### src/rtl/pwm_moving_avg.sv
// Boxcar moving-average filter for a 1-bit PWM stream: a WIN-deep delay line,
// a running sum of ones in the window, and the window average in percent.
module pwm_moving_avg #(
   parameter int WIN = 512,
   parameter int SW  = $clog2(WIN) + 1
) (
   input  logic          clk_main,
   input  logic          rst,
   input  logic          ce,
   input  logic          duty,
   output logic [SW-1:0] sum,
   output logic [6:0]    level,
   output logic          valid
);

   localparam int LW = $clog2(WIN);
   localparam int PW = SW + 7;

   typedef enum logic {FILL, RUN} state_t;

   state_t         state, state_next;
   logic [WIN-1:0] line;
   logic [LW-1:0]  fill_cnt, fill_cnt_next;
   logic           valid_next;
   logic           old;
   logic [SW-1:0]  sum_next;
   logic [6:0]     level_next;

   // old=1 implies sum>=1 and a full all-ones window forces old=1, so this
   // never leaves 0..WIN.
   assign old      = line[WIN-1];
   assign sum_next = sum + SW'(duty) - SW'(old);

   // sum*100 needs 7 bits above SW; the >>LW divides by the window length.
   assign level_next = 7'((PW'(sum_next) * PW'(100)) >> LW);

   always_comb begin
      state_next    = state;
      fill_cnt_next = fill_cnt;
      valid_next    = valid;
      case (state)
         FILL: begin
            if (ce) begin
               if (fill_cnt == LW'(WIN - 1)) begin
                  state_next = RUN;
                  valid_next = 1'b1;
               end else begin
                  fill_cnt_next = fill_cnt + 1'b1;
               end
            end
         end
         RUN: begin
            valid_next = 1'b1;
         end
         default: begin
            state_next = FILL;
         end
      endcase
   end

   always_ff @(posedge clk_main or posedge rst) begin
      if (rst) begin
         state    <= FILL;
         fill_cnt <= '0;
         valid    <= 1'b0;
         line     <= '0;
         sum      <= '0;
         level    <= '0;
      end else begin
         state    <= state_next;
         fill_cnt <= fill_cnt_next;
         valid    <= valid_next;
         if (ce) begin
            line  <= {line[WIN-2:0], duty};
            sum   <= sum_next;
            level <= level_next;
         end
      end
   end

endmodule

### config.mk
export PLATFORM = sky130hd
export DESIGN_NAME = pwm_moving_avg
export DESIGN_NICKNAME = d
export VERILOG_FILES = /design/src/rtl/pwm_moving_avg.sv
export SDC_FILE = /design/constraint.sdc
export NUM_CORES = 1
export LEC_CHECK = 0
export ABC_CLOCK_PERIOD_IN_PS = 38900
export CELL_PAD_IN_SITES_DETAIL_PLACEMENT = 0
export CELL_PAD_IN_SITES_GLOBAL_PLACEMENT = 1
export CORE_MARGIN = 2
export CORE_UTILIZATION = 58
export DETAILED_ROUTE_END_ITERATION = 10
export GPL_TIMING_DRIVEN = 0
export PLACE_DENSITY_LB_ADDON = 0.1
export REMOVE_ABC_BUFFERS = 1
export SYNTH_ARGS = -nofsm -noshare
export SYNTH_HDL_FRONTEND = slang
export SYNTH_SLANG_ARGS = --single-unit
### constraint.sdc
create_clock -name clk_main -period 38.9 [get_ports clk_main]
set_clock_uncertainty 0.1 [all_clocks]
set_input_delay 7.78 -clock clk_main [delete_from_list [all_inputs] [get_ports clk_main]]
set_output_delay 7.78 -clock clk_main [all_outputs]
set_load 0.005 [all_outputs]
## After elaboration in Yosys (flattened, before gate mapping)

Cells that the tools add are included.

- Register bits: 540
- Input bits: 4

- $add $sub $neg: 3
- Multiplexer cells: 6
- Multiply operators: 1
- Bitwise operators: 2
- Reduce and logical (&&, ||, !) cells: 2
- Equality and inequality tests: 3

Operators by type and width:

| kind | number |
|---|---|
| $mul A10 B5 Y14 const B | 1 |
| $add A10 B1 Y10 | 1 |
| $sub A10 B1 Y10 | 1 |
| $add A9 B1 Y9 const B | 1 |
| $eq A9 B9 Y1 const B | 1 |
| $mux W1 | 5 |
| $ne A2 B2 Y1 const B | 2 |
| $reduce_and A3 Y1 | 1 |
| $not A1 Y1 | 2 |
| $pmux W1 S2 | 1 |
| $reduce_and A2 Y1 | 1 |

## Logic depth before layout (Yosys ltp)

Gate-level depths: netlist (run 1).

- Depth in word-level cells: 4
- Depth in mapped cells: 22

## Least setup slack after synthesis (run 1)

Ideal clock, no wire load.

- Path kind: input-to-reg
- Start: input duty
- End: register level[5]
- Setup time: 126 ps
- Buffers on the path: 0
- Setup slack: 27091 ps
- Data arrival time: 11583 ps
- Stages: 19
- Cell sequence: ha_1 > inv_1 > fa_1 > nor2b_1 > o21a_1 > o21a_1 > o21ai_0 > a211oi_1 > ha_1 > ha_1 > inv_1 > fa_1 > inv_1 > ha_1 > a21o_1 > a21oi_1 > o31a_1 > o221ai_1 > a221o_1

- Longest elaborated chain between the ends: 3

RTL lines:

| item | line | source |
|---|---|---|
| from (decl) | 10 | `input logic duty,` |
| $add A10 B1 Y10 | 32 | `assign sum_next = sum + SW'(duty) - SW'(old);` |
| $sub A10 B1 Y10 | 32 |  |
| net sum_next[6] | 26 | `logic [SW-1:0] sum_next;` |
| $mul A10 B5 Y14 | 35 | `assign level_next = 7'((PW'(sum_next) * PW'(100)) >> LW);` |
| to (signal assigned) | 76 | `level <= level_next;` |
| to (decl) | 12 | `output logic [6:0] level,` |

The timed path passes the listed nets, and every way through them passes these cells.
A chain may end at the register's enable or synchronous reset.

## Worst setup path in the final report (run 1)

Ends and elaborated chain as after synthesis.

==> impl_metrics.json, run 1 <==
{
  "cts_buffer_depth": 3,
  "synthXorXnorAreaFrac_pct": 0.6969,
  "maxSlewHeadroom_pct": 47.23,
  "dpl_cell_area_um2": 22090,
  "most_numerous_cell_on_the_critical_path": "sky130_fd_sc_hd__ha_1",
  "cts_repair_resize_count": 0,
  "areaGrowthSynthToFinish_pct": 12.16,
  "cts.htree.levels": 2,
  "globalRouteTotalUtil_pct": 15.41,
  "port_buffers": 21,
  "finalCoreUtilization_pct": 65.77,
  "drive_gt1_share_pct": 44.59,
  "fin_crit_sh_pct": 31.59,
  "drt_drc_violations_left": 0,
  "detail_route.vias_per_cell": 5.423,
  "post_synth_fa_ha_maj_area_fraction_pct": 2.928,
  "worst_setup_hold_path_clk_slew_ns": 0.06,
  "r2r_slack_ns": 33.55,
  "post_synth_most_frequent_cells": "sky130_fd_sc_hd__dfrtp_1, sky130_fd_sc_hd__mux2_2, sky130_fd_sc_hd__buf_2",
  "synth_top_area_share_pct": 63.25,
  "grt_remaining_overflow": 0,
  "grt_start_max_net_pins": 142,
  "cts.root.buffer_cell": "sky130_fd_sc_hd__clkbuf_16",
  "r2r.worst_path.cells": 22,
  "area_of_combinational_cells_with_multiple_inputs_um2": 7423,
  "hold_violations": 0,
  "regToRegEndpoint": "level[5]$_DFFE_PP0P_",
  "min_path_type": "flop to flop",
  "post_synth_edffs": 0,
  "dieArea_um2": 38390,
  "finalWeightedCongestion": 0.7536,
  "numClockSinks": 540,
  "timing.critical_path.required_ns": 39.26,
  "non_filler_instances": 1874,
  "synth-simple-area-share_pct": 1.546,
  "filler_cell_count": 2636,
  "syn_area_um2": 21370,
  "detailroute.wirelength.met2_mm": 12.87,
  "muxShareOfSynthArea_pct": 27.40,
  "fmaxAchievable_mhz": 81.38,
  "crit_path_end": "level[5]$_DFFE_PP0P_",
  "hold_buffers": 0,
  "register_area_um2": 13510,
  "first_iter_violations": 316,
  "drv_slew": 0,
  "synth.avg_cell_area_um2": 15.89,
  "cp-startpoint": "duty",
  "met1_layer_wirelength_in_the_final_routing_mm": 12.68,
  "wl_per_cell_um": 14.53,
  "number_of_antenna_violations_at_the_first_check_in_global_routing": 0,
  "drt-pass1-iter-count": 4,
  "proportion_of_synthesized_chip_area_in_sequential_cells_pct": 63.25,
  "global_route_wire_length_before_repair_mm": 49.86,
  "final_setup_violating_endpoints": 0,
  "worst_path_arrival_time_ns": 12.65,
  "fp.dieW_um": 195.9,
  "cts_inserted_buffers": 53,
  "timing_worst_setup_path_type": "primary input to flop",
  "synth.largest_area_cell": "sky130_fd_sc_hd__dfrtp_1",
  "number_of_global_route_vias_before_repair": 10710,
  "design.portCount": 22,
  "timing_worst_slew_pin_value_ns": 0.7868,
  "fp.coreArea_um2": 36430,
  "clk-insertion-delay-late_ns": 0.58,
  "synth-seq-cells": 540,
  "maximum_net_fanout_on_the_critical_path": 5,
  "main_combinational_cell_family_by_area_after_synthesis": "multiplexers",
  "ys_warn_count": 0,
  "synthesized_area_fraction_occupied_by_ao_oa_aoi_and_oai_cells_pct": 2.178,
  "routed-wl-met3_um": 992,
  "critical-path-slowest-cell": "sky130_fd_sc_hd__a211oi_1",
  "postCtsSetupRepairBufs": 0,
  "critPathLaunchType": "primary input",
  "crit_chain": "clkdlybuf4s50_1 -> ha_1 -> inv_1 -> fa_1 -> nor2b_1 -> o21a_1 -> o21a_1 -> o21ai_0 -> a211oi_1 -> ha_1 -> ha_1 -> inv_1 -> fa_1 -> inv_1 -> ha_1 -> a21o_1 -> a21oi_1 -> o31a_1 -> o221ai_1 -> a221o_1",
  "post_dp_hpwl_mm": 15.40,
  "top_flip_flop_cell_by_instance_count_after_synthesis": "sky130_fd_sc_hd__dfrtp_1",
  "max_cap_viol_count": 0,
  "final_antenna_net_count": 0,
  "finish.net_count": 1418,
  "ys_async_sr_fraction_pct": 100.0,
  "critical_path.max_stage_delay_ns": 0.66,
  "routed_wirelength_mm": 27.24,
  "cells_after_synthesis": 1345,
  "yosys-top-cells-area": "sky130_fd_sc_hd__dfrtp_1, sky130_fd_sc_hd__mux2_2, sky130_fd_sc_hd__ha_1, sky130_fd_sc_hd__buf_2, sky130_fd_sc_hd__inv_1",
  "worst_r2r_startpoint": "sum[0]$_DFFE_PP0P_",
  "fin_setup_tns_ns": 0,
  "cp-end-kind": "flop",
  "run_status": "complete, no violations",
  "row_count": 70,
  "dpl.cell_count": 1780,
  "timing.final.crit_period_ns": 12.29,
  "route.top_layer_used": "met4",
  "via_count": 10160,
  "final_cell_area_um2": 23960,
  "initial_utilization_pct": 58.64,
  "grt_setup_unrepaired": "false",
  "die_y_extent_um": 195.9,
  "diodes": 0,
  "synthMostInstantiatedCell": "sky130_fd_sc_hd__dfrtp_1",
  "tritoncts_clock_tree": "done",
  "synthDistinctLibCells": 52
}
## layer usage
metal / track usage (%) / vias to the layer above
met3: 3.318 / 54
met4: 5.836 / 0
met1: 20.32 / 5211
li1: - / 4816
met2: 25.37 / 81
met5: 0 / -
## layout make-up
class	instances	area share (%)
timing repair buffer	29	1.817
inverter	34	0.5639
multi-input combinational	709	30.98
clock buffer	80	6.923
clock inverter	14	0.8876
sequential	540	56.39
tap	468	2.443
## worst min-delay path by stage
stage | to | cells after the start | slack, ns | from
floorplan | fill_cnt[7]$_DFFE_PP0P_ | 1 | 0.35 | fill_cnt[7]$_DFFE_PP0P_
global placement | valid$_DFFE_PP0P_ | 1 | 0.35 | valid$_DFFE_PP0P_
detailed placement | valid$_DFFE_PP0P_ | 1 | 0.35 | valid$_DFFE_PP0P_
CTS | valid$_DFFE_PP0P_ | 1 | 0.37 | valid$_DFFE_PP0P_
global route | valid$_DFFE_PP0P_ | 1 | 0.41 | valid$_DFFE_PP0P_
finish | valid$_DFFE_PP0P_ | 1 | 0.37 | valid$_DFFE_PP0P_
## through the flow
stage	hold WS (ns)	setup WS (ns)
after floorplan	0.3457	15.93
after global placement	0.3528	7.611
after detailed placement	0.3541	25.96
after CTS	0.3675	26.59
after global routing	0.4063	26.19
final	0.3658	26.61
## cell families (layout without fill, tap and decap cells)
kind of cell | Yosys count | after routing
adder cells (fa/ha/maj) | 47 | 47
flip-flops | 540 | 540
AO/OA/AOI/OAI | 62 | 62
multiplexers | 520 | 520
AND/OR/NAND/NOR | 63 | 63
buffers and inverters | 96 | 157
XOR/XNOR | 17 | 17
## placed cells by master, fill, tap and decap left out, types with 3 or more instances in the layout
cell type,n
sky130_fd_sc_hd__a21o_1,8
sky130_fd_sc_hd__a21oi_1,10
sky130_fd_sc_hd__a31oi_1,4
sky130_fd_sc_hd__and2_1,3
sky130_fd_sc_hd__and3_1,4
sky130_fd_sc_hd__buf_16,8
sky130_fd_sc_hd__bufinv_16,5
sky130_fd_sc_hd__clkbuf_1,5
sky130_fd_sc_hd__clkbuf_16,54
sky130_fd_sc_hd__clkbuf_8,21
sky130_fd_sc_hd__clkdlybuf4s50_1,20
sky130_fd_sc_hd__clkinv_2,6
sky130_fd_sc_hd__dfrtp_1,540
sky130_fd_sc_hd__fa_1,5
sky130_fd_sc_hd__ha_1,42
sky130_fd_sc_hd__inv_1,33
sky130_fd_sc_hd__mux2_2,518
sky130_fd_sc_hd__nand2_1,15
sky130_fd_sc_hd__nand3_1,7
sky130_fd_sc_hd__nor2_1,13
sky130_fd_sc_hd__nor3_1,7
sky130_fd_sc_hd__o21a_1,4
sky130_fd_sc_hd__o21ai_0,10
sky130_fd_sc_hd__xnor2_1,9
sky130_fd_sc_hd__xor2_1,8
## worst max-delay path, delay by kind of cell
kind	cells	cell delay, ns
adders and majority gates	6	1.96
AOI/OAI and AO/OA	9	2.14
buffers and inverters	4	0.65
and+or+nand+nor	1	0.13
## state kept, by name, indices dropped and copies added (netlist names)
register and flops:
sum 10, level 7, state 1, valid 1
fill_cnt 9, line 512
Power of run 1 is left out: the tool's default activity adds up to more than one toggle a clock period on the data nets, which glitch-free logic cannot reach.
==> inputs of run 2 (changes only) <==
--- a/config.mk
+++ b/config.mk
@@ -5,11 +5,11 @@
 export SDC_FILE = /design/constraint.sdc
 export NUM_CORES = 1
 export LEC_CHECK = 0
-export ABC_CLOCK_PERIOD_IN_PS = 38900
+export ABC_CLOCK_PERIOD_IN_PS = 10950
 export CELL_PAD_IN_SITES_DETAIL_PLACEMENT = 0
 export CELL_PAD_IN_SITES_GLOBAL_PLACEMENT = 1
 export CORE_MARGIN = 2
-export CORE_UTILIZATION = 58
+export CORE_UTILIZATION = 49
 export DETAILED_ROUTE_END_ITERATION = 10
 export GPL_TIMING_DRIVEN = 0
 export PLACE_DENSITY_LB_ADDON = 0.1
==> constraint.sdc (replaced) <==
create_clock -name clk_main -period 10.95 [get_ports clk_main]
set_clock_uncertainty 0.1 [all_clocks]
set_input_delay 2.19 -clock clk_main [delete_from_list [all_inputs] [get_ports clk_main]]
set_output_delay 2.19 -clock clk_main [all_outputs]
set_load 0.005 [all_outputs]
==> impl_metrics.json, run 2 (synthesis results as in run 1) <==
{
  "r2r.worst_path.cells": 22,
  "number_of_antenna_violations_at_the_first_check_in_global_routing": 0,
  "diodes": 0,
  "grt_busiest_layer": "met2",
  "regToRegEndpoint": "level[5]$_DFFE_PP0P_",
  "finalWeightedCongestion": 0.7187,
  "cts_repair_resize_count": 0,
  "routed_wirelength_mm": 27.14,
  "cp-startpoint": "duty",
  "critical_path.max_stage_delay_ns": 0.60,
  "number_of_flip_flops_in_the_largest_register": 512,
  "grt_setup_unrepaired": "false",
  "fin_setup_tns_ns": 0,
  "top_register": "line",
  "timing_worst_setup_path_type": "primary input to flop",
  "grt_use_met3_pct": 2.809,
  "maxSlewHeadroom_pct": 48.98,
  "globalRouteTotalUtil_pct": 13.15,
  "worst_r2r_startpoint": "sum[0]$_DFFE_PP0P_",
  "fp.dieW_um": 212.8,
  "r2r_slack_ns": 5.58,
  "design.portCount": 22,
  "use_met1_pct": 17.55,
  "fmaxAchievable_mhz": 148.3,
  "finish.net_count": 1421,
  "biggestRegsByFlops": "line (512), sum (10), fill_cnt (9)",
  "crit_chain": "clkdlybuf4s50_1 -> ha_1 -> inv_1 -> fa_1 -> nor2b_1 -> o21a_1 -> o21a_1 -> o21ai_0 -> a211oi_1 -> ha_1 -> ha_1 -> inv_1 -> fa_1 -> inv_1 -> ha_1 -> a21o_1 -> a21oi_1 -> o31a_1 -> o221ai_1 -> a221o_1",
  "layout_common_cells": "sky130_fd_sc_hd__dfrtp_1, sky130_fd_sc_hd__mux2_2, sky130_fd_sc_hd__clkbuf_16",
  "min_path_type": "flop to flop",
  "max_cap_viol_count": 0,
  "initial_utilization_pct": 49.60,
  "timing_worst_slew_pin_value_ns": 0.7653,
  "buffers_plus_inverters_on_the_worst_setup_path": 4,
  "finalCoreUtilization_pct": 55.96,
  "critical-path-slowest-cell": "sky130_fd_sc_hd__a211oi_1",
  "maximum_net_fanout_on_the_critical_path": 5,
  "wl_per_cell_um": 13.58,
  "timing.critical_path.required_ns": 11.31,
  "cts_inserted_buffers": 56,
  "areaGrowthSynthToFinish_pct": 12.82,
  "number_of_global_route_vias_before_repair": 10940,
  "critPathLaunchType": "primary input",
  "fin_crit_sh_pct": 61.57,
  "port_buffers": 21,
  "hold_buffers": 0,
  "tritoncts_clock_tree": "done",
  "cts_buffer_depth": 3,
  "drt-pass1-iter-count": 4,
  "post_dp_hpwl_mm": 15.32,
  "dpl.cell_count": 1897,
  "grt_start_max_net_pins": 139,
  "postCtsSetupRepairBufs": 0,
  "row_count": 76,
  "drive_gt1_share_pct": 44.23,
  "final_setup_violating_endpoints": 0,
  "via_count": 10230,
  "run_status": "complete, no violations",
  "drt_drc_violations_left": 0,
  "fp.coreArea_um2": 43080,
  "drv_slew": 0,
  "non_filler_instances": 1998,
  "first_iter_violations": 433,
  "clk-insertion-delay-late_ns": 0.58,
  "final_antenna_net_count": 0,
  "most_numerous_cell_on_the_critical_path": "sky130_fd_sc_hd__ha_1",
  "cts.htree.levels": 2,
  "path_delay_family": "compound AO/OA/AOI/OAI gates",
  "detail_route.vias_per_cell": 5.122,
  "hold_start": "valid$_DFFE_PP0P_",
  "worst_path_arrival_time_ns": 7.10,
  "worstHoldPathCells": 1,
  "cts.root.buffer_cell": "sky130_fd_sc_hd__clkbuf_16",
  "timing.final.crit_period_ns": 6.742,
  "final_common_cell": "sky130_fd_sc_hd__dfrtp_1",
  "worst_setup_hold_path_clk_slew_ns": 0.06,
  "grt_remaining_overflow": 0,
  "global_route_wire_length_before_repair_mm": 50.15,
  "grt.met2_usage_pct": 21.33,
  "filler_cell_count": 3510,
  "die_y_extent_um": 212.8,
  "hold_violations": 0,
  "cp-end-kind": "flop",
  "dieArea_um2": 45290,
  "worst_hold_path_ep": "valid$_DFFE_PP0P_",
  "numClockSinks": 540
}
[run 2: area by class of cell]
| type | count | area, um2 | area share, % |
|---|---|---|---|
| multi-input cells | 709 | 7423 | 30.80 |
| repair buffers | 29 | 435.4 | 1.806 |
| inverters | 34 | 135.1 | 0.5606 |
| flip-flops and latches | 540 | 13510 | 56.06 |
| clock inverters | 19 | 235.2 | 0.9759 |
| well taps | 585 | 732.0 | 3.037 |
| clock buffers | 82 | 1630 | 6.764 |
[run 2: metal layers]
layer	share of wire (%)	wire length [um]
met4	2.7	720
met1	48	12990
met2	46	12430
met3	3.7	993
met5	0	0
[run 2: worst max-delay path by stage]
stage,end,slack [ns],cells past startpoint
floorplan,fill_cnt[0]$_DFFE_PP0P_,-6.43,1
global placement,sum[6]$_DFFE_PP0P_,-15.77,6
finish,level[5]$_DFFE_PP0P_,4.21,20
detailed placement,level[5]$_DFFE_PP0P_,3.60,20
global route,level[5]$_DFFE_PP0P_,3.93,20
CTS,level[5]$_DFFE_PP0P_,4.18,20
[run 2: through the flow]
stage	setup slack (ns)	hold WS [ns]	cell area [um2]
floorplan	-6.434	0.3457	21060
global placement	-15.77	0.3534	22010
detailed placement	3.596	0.3546	22240
CTS	4.177	0.3789	24100
global route	3.926	0.4008	24100
finish	4.208	0.3713	24100
[run 2: worst reg2reg max path: stages (launching register included)]
cell	delay [ns]
sky130_fd_sc_hd__dfrtp_1	0.38
sky130_fd_sc_hd__inv_1	0.07
sky130_fd_sc_hd__ha_1	0.29
sky130_fd_sc_hd__inv_1	0.06
sky130_fd_sc_hd__ha_1	0.20
sky130_fd_sc_hd__inv_1	0.07
sky130_fd_sc_hd__fa_1	0.41
sky130_fd_sc_hd__nor2b_1	0.13
sky130_fd_sc_hd__o21a_1	0.17
sky130_fd_sc_hd__o21a_1	0.21
sky130_fd_sc_hd__o21ai_0	0.09
sky130_fd_sc_hd__a211oi_1	0.60
sky130_fd_sc_hd__ha_1	0.35
sky130_fd_sc_hd__ha_1	0.28
sky130_fd_sc_hd__inv_1	0.05
sky130_fd_sc_hd__fa_1	0.50
sky130_fd_sc_hd__inv_1	0.04
sky130_fd_sc_hd__ha_1	0.23
sky130_fd_sc_hd__a21o_1	0.21
sky130_fd_sc_hd__a21oi_1	0.25
sky130_fd_sc_hd__o31a_1	0.18
sky130_fd_sc_hd__o221ai_1	0.12
sky130_fd_sc_hd__a221o_1	0.28
Power of run 2 is left out for the same reason.
